--- src/rtl/read_resp_assembler.sv ---
`default_nettype none
// -----------------------------------------------------------------------------
// Module   : read_resp_assembler
// Purpose  : Packs BURST_LEN backend read beats into one line, tags it with the
//            ID FIFO head and returns it in order; optional RD_RESP_TIMEOUT_EN.
// Revision : 1.0 - initial release
// -----------------------------------------------------------------------------
module read_resp_assembler #(
  parameter int ID_WIDTH    = 5,
  parameter int DATA_WIDTH  = 64,
  parameter int BURST_LEN   = 4,
  parameter int TIMEOUT_CYC = 255
) (
  input  logic                             i_clk,
  input  logic                             i_rst_n,
  input  logic [ID_WIDTH-1:0]              i_fifo_data,
  input  logic                             i_fifo_empty,
  output logic                             o_fifo_rd_en,
  input  logic                             i_rdata_valid,
  input  logic [DATA_WIDTH-1:0]            i_rdata,
  output logic                             o_rdata_ready,
  output logic                             o_resp_valid,
  input  logic                             i_resp_ready,
  output logic [ID_WIDTH-1:0]              o_resp_id,
  output logic [DATA_WIDTH*BURST_LEN-1:0]  o_resp_data,
  output logic                             o_orphan_err
`ifdef RD_RESP_TIMEOUT_EN
  ,
  output logic                             o_timeout_err
`endif
);

  localparam int               c_cnt_w     = $clog2(BURST_LEN) + 1;
  localparam logic [c_cnt_w-1:0] c_last_beat = c_cnt_w'(BURST_LEN - 1);

  localparam logic [1:0] c_idle    = 2'd0;
  localparam logic [1:0] c_collect = 2'd1;
  localparam logic [1:0] c_send    = 2'd2;

  logic [1:0]            r_state;
  logic [1:0]            w_next_state;
  logic [c_cnt_w-1:0]    r_cnt;
  logic [DATA_WIDTH-1:0] r_beat [BURST_LEN];
  logic                  r_orphan_err;
  logic                  w_beat_acc;
  logic                  w_timeout;

  assign w_beat_acc = i_rdata_valid && o_rdata_ready;

  always_ff @(posedge i_clk or negedge i_rst_n) begin
    if (!i_rst_n) r_state <= c_idle;
    else          r_state <= w_next_state;
  end

  always_comb begin
    w_next_state = r_state;
    case (r_state)
      c_idle:    if (w_beat_acc) w_next_state = (BURST_LEN == 1) ? c_send : c_collect;
      c_collect: if ((w_beat_acc && (r_cnt == c_last_beat)) || w_timeout) w_next_state = c_send;
      c_send:    if (i_resp_ready) w_next_state = c_idle;
      default:   w_next_state = c_idle;
    endcase
  end

  // Ready is gated by reset so the beat handshake is closed while reset is held.
  always_comb begin
    o_rdata_ready = 1'b0;
    o_resp_valid  = 1'b0;
    o_fifo_rd_en  = 1'b0;
    case (r_state)
      c_idle:    o_rdata_ready = !i_fifo_empty && i_rst_n;
      c_collect: o_rdata_ready = 1'b1;
      c_send: begin
        o_resp_valid = 1'b1;
        o_fifo_rd_en = i_resp_ready && !i_fifo_empty;
      end
      default: ;
    endcase
  end

  always_ff @(posedge i_clk or negedge i_rst_n) begin
    if (!i_rst_n)         r_cnt <= '0;
    else if (w_timeout)   r_cnt <= '0;
    else if (w_beat_acc)  r_cnt <= (r_cnt == c_last_beat) ? '0 : r_cnt + 1'b1;
  end

  // The first beat of a burst clears the rest of the line so a timed-out burst
  // returns zeros in the beats that never arrived.
  always_ff @(posedge i_clk or negedge i_rst_n) begin
    if (!i_rst_n) begin
      for (int k = 0; k < BURST_LEN; k++) r_beat[k] <= '0;
    end else if (w_beat_acc) begin
      for (int k = 0; k < BURST_LEN; k++) begin
        if (r_state == c_idle)             r_beat[k] <= (k == 0) ? i_rdata : '0;
        else if (r_cnt == c_cnt_w'(k))     r_beat[k] <= i_rdata;
      end
    end
  end

  generate
    for (genvar g = 0; g < BURST_LEN; g++) begin : g_pack
      assign o_resp_data[g*DATA_WIDTH +: DATA_WIDTH] = r_beat[g];
    end
  endgenerate

  always_ff @(posedge i_clk or negedge i_rst_n) begin
    if (!i_rst_n) r_orphan_err <= 1'b0;
    else if ((r_state == c_idle) && i_rdata_valid && i_fifo_empty) r_orphan_err <= 1'b1;
  end

  assign o_orphan_err = r_orphan_err;
  assign o_resp_id    = i_fifo_data;

`ifdef RD_RESP_TIMEOUT_EN
  localparam int c_idle_w = ($clog2(TIMEOUT_CYC + 1) > 8) ? $clog2(TIMEOUT_CYC + 1) : 8;

  logic [c_idle_w-1:0] r_idle_cnt;
  logic                r_timeout_err;

  // An arriving beat always wins over an expiring timeout in the same cycle.
  assign w_timeout = (r_state == c_collect) && !w_beat_acc &&
                     (r_idle_cnt == c_idle_w'(TIMEOUT_CYC - 1));

  always_ff @(posedge i_clk or negedge i_rst_n) begin
    if (!i_rst_n) begin
      r_idle_cnt    <= '0;
      r_timeout_err <= 1'b0;
    end else begin
      if ((r_state != c_collect) || w_beat_acc || w_timeout) r_idle_cnt <= '0;
      else                                                   r_idle_cnt <= r_idle_cnt + 1'b1;
      if (w_timeout) r_timeout_err <= 1'b1;
    end
  end

  assign o_timeout_err = r_timeout_err;
`else
  assign w_timeout = 1'b0;
`endif

endmodule
`default_nettype wire
--- config.mk ---
export PLATFORM = sky130hd
export DESIGN_NAME = read_resp_assembler
export DESIGN_NICKNAME = d
export VERILOG_FILES = /design/src/rtl/read_resp_assembler.sv
export SDC_FILE = /design/constraint.sdc
export NUM_CORES = 1
export LEC_CHECK = 0
export ABC_CLOCK_PERIOD_IN_PS = 3800
export CORE_MARGIN = 8
export CORE_UTILIZATION = 55
export DETAILED_ROUTE_END_ITERATION = 16
export DONT_BUFFER_PORTS = 1
export PLACE_DENSITY = 0.7
export SLEW_MARGIN = 5
export SYNTH_ARGS = -nofsm -noshare
export SYNTH_HDL_FRONTEND = slang
export SYNTH_SLANG_ARGS = --single-unit
--- constraint.sdc ---
create_clock -name i_clk -period 3.8 [get_ports i_clk]
set_clock_uncertainty 0.15 [all_clocks]
set_input_delay 0.38 -clock i_clk [delete_from_list [all_inputs] [get_ports i_clk]]
set_output_delay 0.38 -clock i_clk [all_outputs]
set_load 0.005 [all_outputs]
==> flow_summary.json, run 1 <==
{
  "yosys.area.top_type": "dfrtp_1",
  "synth.area.top_cells": "dfrtp_1, mux2_2, and2_1",
  "cts_tree": "yes",
  "io_buffers": 0,
  "grt-ovfl-total": 0,
  "fin_cells": 978,
  "cts_made_buffers": 27,
  "routed-via-count": 5693,
  "clkTransAtPathRegs_ns": 0.06,
  "synth-edff-count": 0,
  "seqPwrFrac_pct": 46.9,
  "netlist-cell-type-count": 24,
  "syn_avg_cell_area_sq_um": 15.9,
  "crit_type": "flip-flop to flip-flop",
  "min_path_type": "primary input to asynchronous set/reset pin",
  "drtAntennaViolNets": 0,
  "yosysWarnings": 0,
  "io_pins": 339,
  "place_inst": 862,
  "synth-seq-cells": 262,
  "drive_gt1_share_pct": 41.5,
  "clock-root-buffer": "clkbuf_16",
  "end_kind": "flip-flop",
  "cts_sinks": 262,
  "synth_common_cells": "dfrtp_1, mux2_2, and2_1",
  "crit_end": "o_resp_data[72]",
  "grt_start_max_net_pins": 265,
  "p_per_area_nw_per_um2": 894,
  "num_antenna_cells": 0,
  "grt_pass1_vias": 6353,
  "clkPwrFrac_pct": 26.9,
  "syn2layout_area_growth_pct": 16.8,
  "fmax_ghz": 0.367,
  "outcome": "complete, but fails checks",
  "rr_endpoint": "o_resp_data[72]",
  "num_rows": 50,
  "max_cap_violations": 0,
  "drt_first_pass_iters": 4,
  "cp.required_ns": 4.05,
  "wl_mm": 25.4,
  "p_leak_nw": 5.58,
  "place_congestion": 0.768,
  "route.detailed.drc": 0,
  "antenna_found_initial": 0,
  "setup_viol": 0,
  "clk_path_buf_depth": 3,
  "fin_crit_sh_pct": 71.8,
  "finalSetupTns_ns": 0,
  "rrSetupSlack_ns": 1.07,
  "die_y_um": 154,
  "start_util_pct": 55.9,
  "p_int_mw": 7.48,
  "via_per_inst": 5.82,
  "drtIter0Drc": 198,
  "hold_viol": 262,
  "synth_area_sq_um": 10500,
  "clk_latency_ns": 0.52,
  "cp-startpoint": "r_state[0]",
  "yosysTopAreaCellShare_pct": 62.7,
  "synth_nets": 735,
  "core-area_sq_um": 18700,
  "fin_crit_ns": 2.73,
  "crit_fanout": 43,
  "ctsHoldBuffers": 67,
  "htree_levels": 1,
  "nFillCells": 1269,
  "reg2regPathDepth": 4,
  "synth_most_common_cell": "dfrtp_1",
  "grtUsageTotal_pct": 21.0,
  "synthFlopType": "dfrtp_1",
  "max_slew_margin_pct": 50.4,
  "violations": "negative hold slack",
  "sw_frac_of_total_pct": 31.6,
  "combPwrFrac_pct": 26.2,
  "post_drt_wl_per_cell_um": 25.9,
  "start_kind": "flip-flop",
  "rsz0062_at_grt": "no",
  "peakVddDrop_v": 0.000432,
  "finalPower_mw": 10.9,
  "ys_seq_area_share_pct": 62.7,
  "async_flop_share_pct": 100,
  "synth_cells": 657,
  "reg2reg_from": "r_state[0]",
  "dieArea_sq_um": 23700,
  "grt_pass1_wl_mm": 39.3,
  "dp_hpwl_mm": 17.0,
  "tightest_slew_ns": 0.744,
  "slew_violations": 0,
  "p_sw_mw": 3.45,
  "whs_ns": -0.581,
  "die_w_um": 154,
  "arrival_ns": 2.97,
  "final_nets": 802
}
==> registers in the layout, summed over array words and instances, names as in the netlist <==
name / cells
r_state: 2
o_orphan_err: 1
r_cnt: 3
o_resp_data: 256
==> how the worst min path moves through the flow <==
stage / start / endpoint / slack (ns) / depth (start not counted)
after global routing: i_rst_n / o_resp_data[229] / -0.61 / 0
final: i_rst_n / o_resp_data[229] / -0.58 / 0
after detailed placement: i_rst_n / o_resp_data[229] / -0.06 / 0
after CTS: i_rst_n / o_resp_data[96] / -0.61 / 0
after floorplan: i_rst_n / o_orphan_err / -0.07 / 0
after global placement: i_rst_n / o_resp_data[229] / -0.06 / 0
==> kinds of logic after synthesis <==
family,count (synthesis),synth area share (%)
adder cells (fa/ha/maj),4,0.478
multiplexers,258,27.7
AND/OR/NAND/NOR,79,4.64
flip-flops,262,62.7
buffers and inverters,43,3.09
AO/OA/AOI/OAI,11,1.38
==> through the flow <==
step / area (sq um) / util, % / hold WS [ns] / setup WS, ns
2_1_floorplan: 10500 / - / -0.0656 / 1.64
3_3_place_gp: 10500 / 56.4 / -0.0583 / 1.11
3_5_place_dp: 10500 / 56.4 / -0.0577 / 1.05
4_1_cts: 12200 / 65.3 / -0.607 / 1.04
5_1_grt: 12200 / 65.3 / -0.610 / 0.931
6_report: 12200 / 65.3 / -0.581 / 1.07
==> critical path, cell delays in order, from the launching register on <==
cell	delay (ns)
dfrtp_1	0.49
or2_2	0.62
a221oi_4	0.34
buf_4	0.54
mux2_2	0.42
==> power by group through the flow <==
stage	sequential [mW]	clock, mW	combinational (mW)
after floorplan	4.67	0	2.47
after global placement	5.14	0	2.67
after detailed placement	5.18	0	2.84
after CTS	5.15	3.00	2.91
after global routing	5.27	3.11	3.12
final	5.12	2.94	2.86
==> cell type report <==
type	count	area [sq um]	share of cell area [%]
Clock buffer	28	689	5.64
Clock inverter	21	322	2.63
Inverter	5	18.8	0.154
Multi-Input combinational cell	352	3590	29.4
Sequential cell	262	6560	53.6
Tap cell	234	293	2.40
Timing Repair Buffer	76	751	6.14
==> per-layer routing <==
layer,global-route usage (%),vias up,part of all wire (%)
met3,9.87,54,12
met5,0,-,0
li1,-,2411,-
met4,6.77,0,2.7
met2,37.1,262,51
met1,21.8,2966,34
==> cells in the final DEF, fill, tap and decap left out, drive strengths merged <==
master,instances
nor2b,4
bufinv,8
dfrtp,262
buf,9
a21oi,2
o21a,1
clkbuf,28
a221oi,3
o221ai,1
inv,5
mux2,256
dlygate4sd3,67
nor2,2
nor3b,1
clkinv,8
or2,1
nand2b,5
ha,4
o21ai,1
nand2,2
a31o,1
a311oi,1
clkinvlp,5
and2,64
mux2i,2
a32o,1
==> timing repair <==
action	4_1_cts	5_1_grt
buffers inserted	0	0
hold endpoints to repair	335	262
gates resized for setup	0	0
Power figures use the tool's default switching activity.
==> inputs of run 2 (changes only) <==
Settings changed: ABC_CLOCK_PERIOD_IN_PS 3800 to 2800.
Clock period 3.8 ns to 2.8 ns, I/O delays scaled along.
==> run 2 against run 1 <==
The flow still finishes with violations (negative hold slack). Combinational power up 39%. Fmax up 21%. Die area unchanged. Sequential share of layout area up 0.46 points. Wire length down 0.62%. Final cell count down 0.10%. Sequential cell count unchanged. Worst setup slack worse by 0.52 ns. Design area down 0.85%. Clock power up 17%. Total power up 31%. Sequential power up 36%.
==> flow_summary.json, run 2 (synthesis results as in run 1) <==
{
  "final_util_pct": 64.8,
  "rrSetupSlack_ns": 0.55,
  "rsz0062_at_grt": "no",
  "reg2reg_from": "r_state[0]",
  "p_leak_nw": 5.54,
  "io_pins": 339,
  "place_congestion": 0.751,
  "cts_made_buffers": 27,
  "grt_pass1_vias": 6467,
  "grt_pass1_wl_mm": 39.5,
  "path_cells": "or2_2 -> a221oi_4 -> buf_4 -> mux2_2",
  "drt_first_pass_iters": 4,
  "die_y_um": 154,
  "fin_cells": 977,
  "setup_ws_ns": 0.552,
  "peakVddDrop_v": 0.000724,
  "cts_tree": "yes",
  "cp-startpoint": "r_state[0]",
  "final_common_cell": "dfrtp_1",
  "clock-root-buffer": "clkbuf_16",
  "dieArea_sq_um": 23700,
  "clk_latency_ns": 0.52,
  "grt-ovfl-total": 0,
  "finalInstanceArea_sq_um": 12100,
  "cts_sinks": 262,
  "slew_violations": 0,
  "crit_fanout": 19,
  "via_per_inst": 5.85,
  "min_path_type": "primary input to asynchronous set/reset pin",
  "outcome": "complete, but fails checks",
  "ctsResizeCount": 0,
  "nFillCells": 1326,
  "wl_mm": 25.2,
  "dpl_worst_slack_ns": 0.570,
  "cts_setup_buffers": 0,
  "place_inst": 863,
  "crit_type": "flip-flop to flip-flop",
  "violations": "negative hold slack",
  "post_drt_wl_per_cell_um": 25.8,
  "end_kind": "flip-flop",
  "largest_reg_flops": 256,
  "p_per_area_nw_per_um2": 1180,
  "most-common-layout-cells": "dfrtp_1, mux2_2, dlygate4sd3_1, and2_1, clkbuf_16",
  "ctsHoldBuffers": 68,
  "routed-via-count": 5717,
  "crit_path_top_delay_cell": "dfrtp_1",
  "drive_gt1_share_pct": 40.6,
  "num_rows": 50,
  "route.detailed.drc": 0,
  "io_buffers": 0,
  "grtUsageTotal_pct": 21.0,
  "max_slew_margin_pct": 62.7,
  "crit_end": "o_resp_data[251]",
  "die_w_um": 154,
  "arrival_ns": 2.50,
  "hold_viol": 262,
  "finalSetupTns_ns": 0,
  "start_util_pct": 55.9,
  "antenna_found_initial": 1,
  "drtAntennaViolNets": 0,
  "clkTransAtPathRegs_ns": 0.06,
  "fmax_ghz": 0.445,
  "drtIter0Drc": 150,
  "tightest_slew_ns": 0.553,
  "rr_endpoint": "o_resp_data[251]",
  "core-area_sq_um": 18700,
  "setup_viol": 0,
  "reg2regPathDepth": 4,
  "start_kind": "flip-flop",
  "syn2layout_area_growth_pct": 15.8,
  "fin_crit_sh_pct": 80.3,
  "grt_start_max_net_pins": 265,
  "dp_hpwl_mm": 16.9,
  "finalPower_mw": 14.3,
  "placed_cell_area_sq_um": 10600,
  "max_cap_violations": 0,
  "fin_crit_ns": 2.25,
  "final_nets": 804,
  "cpPeakStageDelay_ns": 0.49,
  "htree_levels": 1,
  "clk_path_buf_depth": 3,
  "cp.required_ns": 3.05,
  "whs_ns": -0.690
}
[run 2: layout make-up]
cell class / count / area (sq um) / share of cell area [%]
Clock buffer: 40 / 805 / 6.64
Clock inverter: 5 / 57.6 / 0.475
Tap cell: 234 / 293 / 2.42
Inverter: 5 / 18.8 / 0.155
Timing Repair Buffer: 78 / 793 / 6.55
Multi-Input combinational cell: 352 / 3590 / 29.7
Sequential cell: 262 / 6560 / 54.1
Antenna cell: 1 / 2.50 / 0.0206
[run 2: worst min-delay path by stage]
stage / from / endpoint / cells past startpoint
floorplan: i_rst_n / o_orphan_err / 0
global route: i_rst_n / o_resp_data[229] / 0
finish: i_rst_n / o_resp_data[163] / 0
detailed placement: i_rst_n / o_resp_data[165] / 0
global placement: i_rst_n / o_resp_data[229] / 0
CTS: i_rst_n / o_resp_data[165] / 0
[run 2: layer usage]
metal / routed length [um] / share of wire [%] / vias to the layer above / global-route usage (%)
met5: 0 / 0 / - / 0
met4: 814 / 3.2 / 0 / 7.61
met3: 2770 / 11 / 62 / 9.28
met2: 12900 / 51 / 230 / 37.0
met1: 8690 / 34 / 3014 / 21.9
li1: - / - / 2411 / -
[run 2: critical path: cells and delay by family (launching register included)]
kind | cells | cell delay (ns)
flip-flops | 1 | 0.49
multiplexers | 1 | 0.39
AO/OA/AOI/OAI | 1 | 0.32
AND/OR/NAND/NOR | 1 | 0.42
buffers and inverters | 1 | 0.37
[run 2: report_power, final]
group	switching (mW)	internal, mW
logic	1.72	2.25
registers	1.52	5.42
clock network	1.38	2.06
total	4.61	9.73
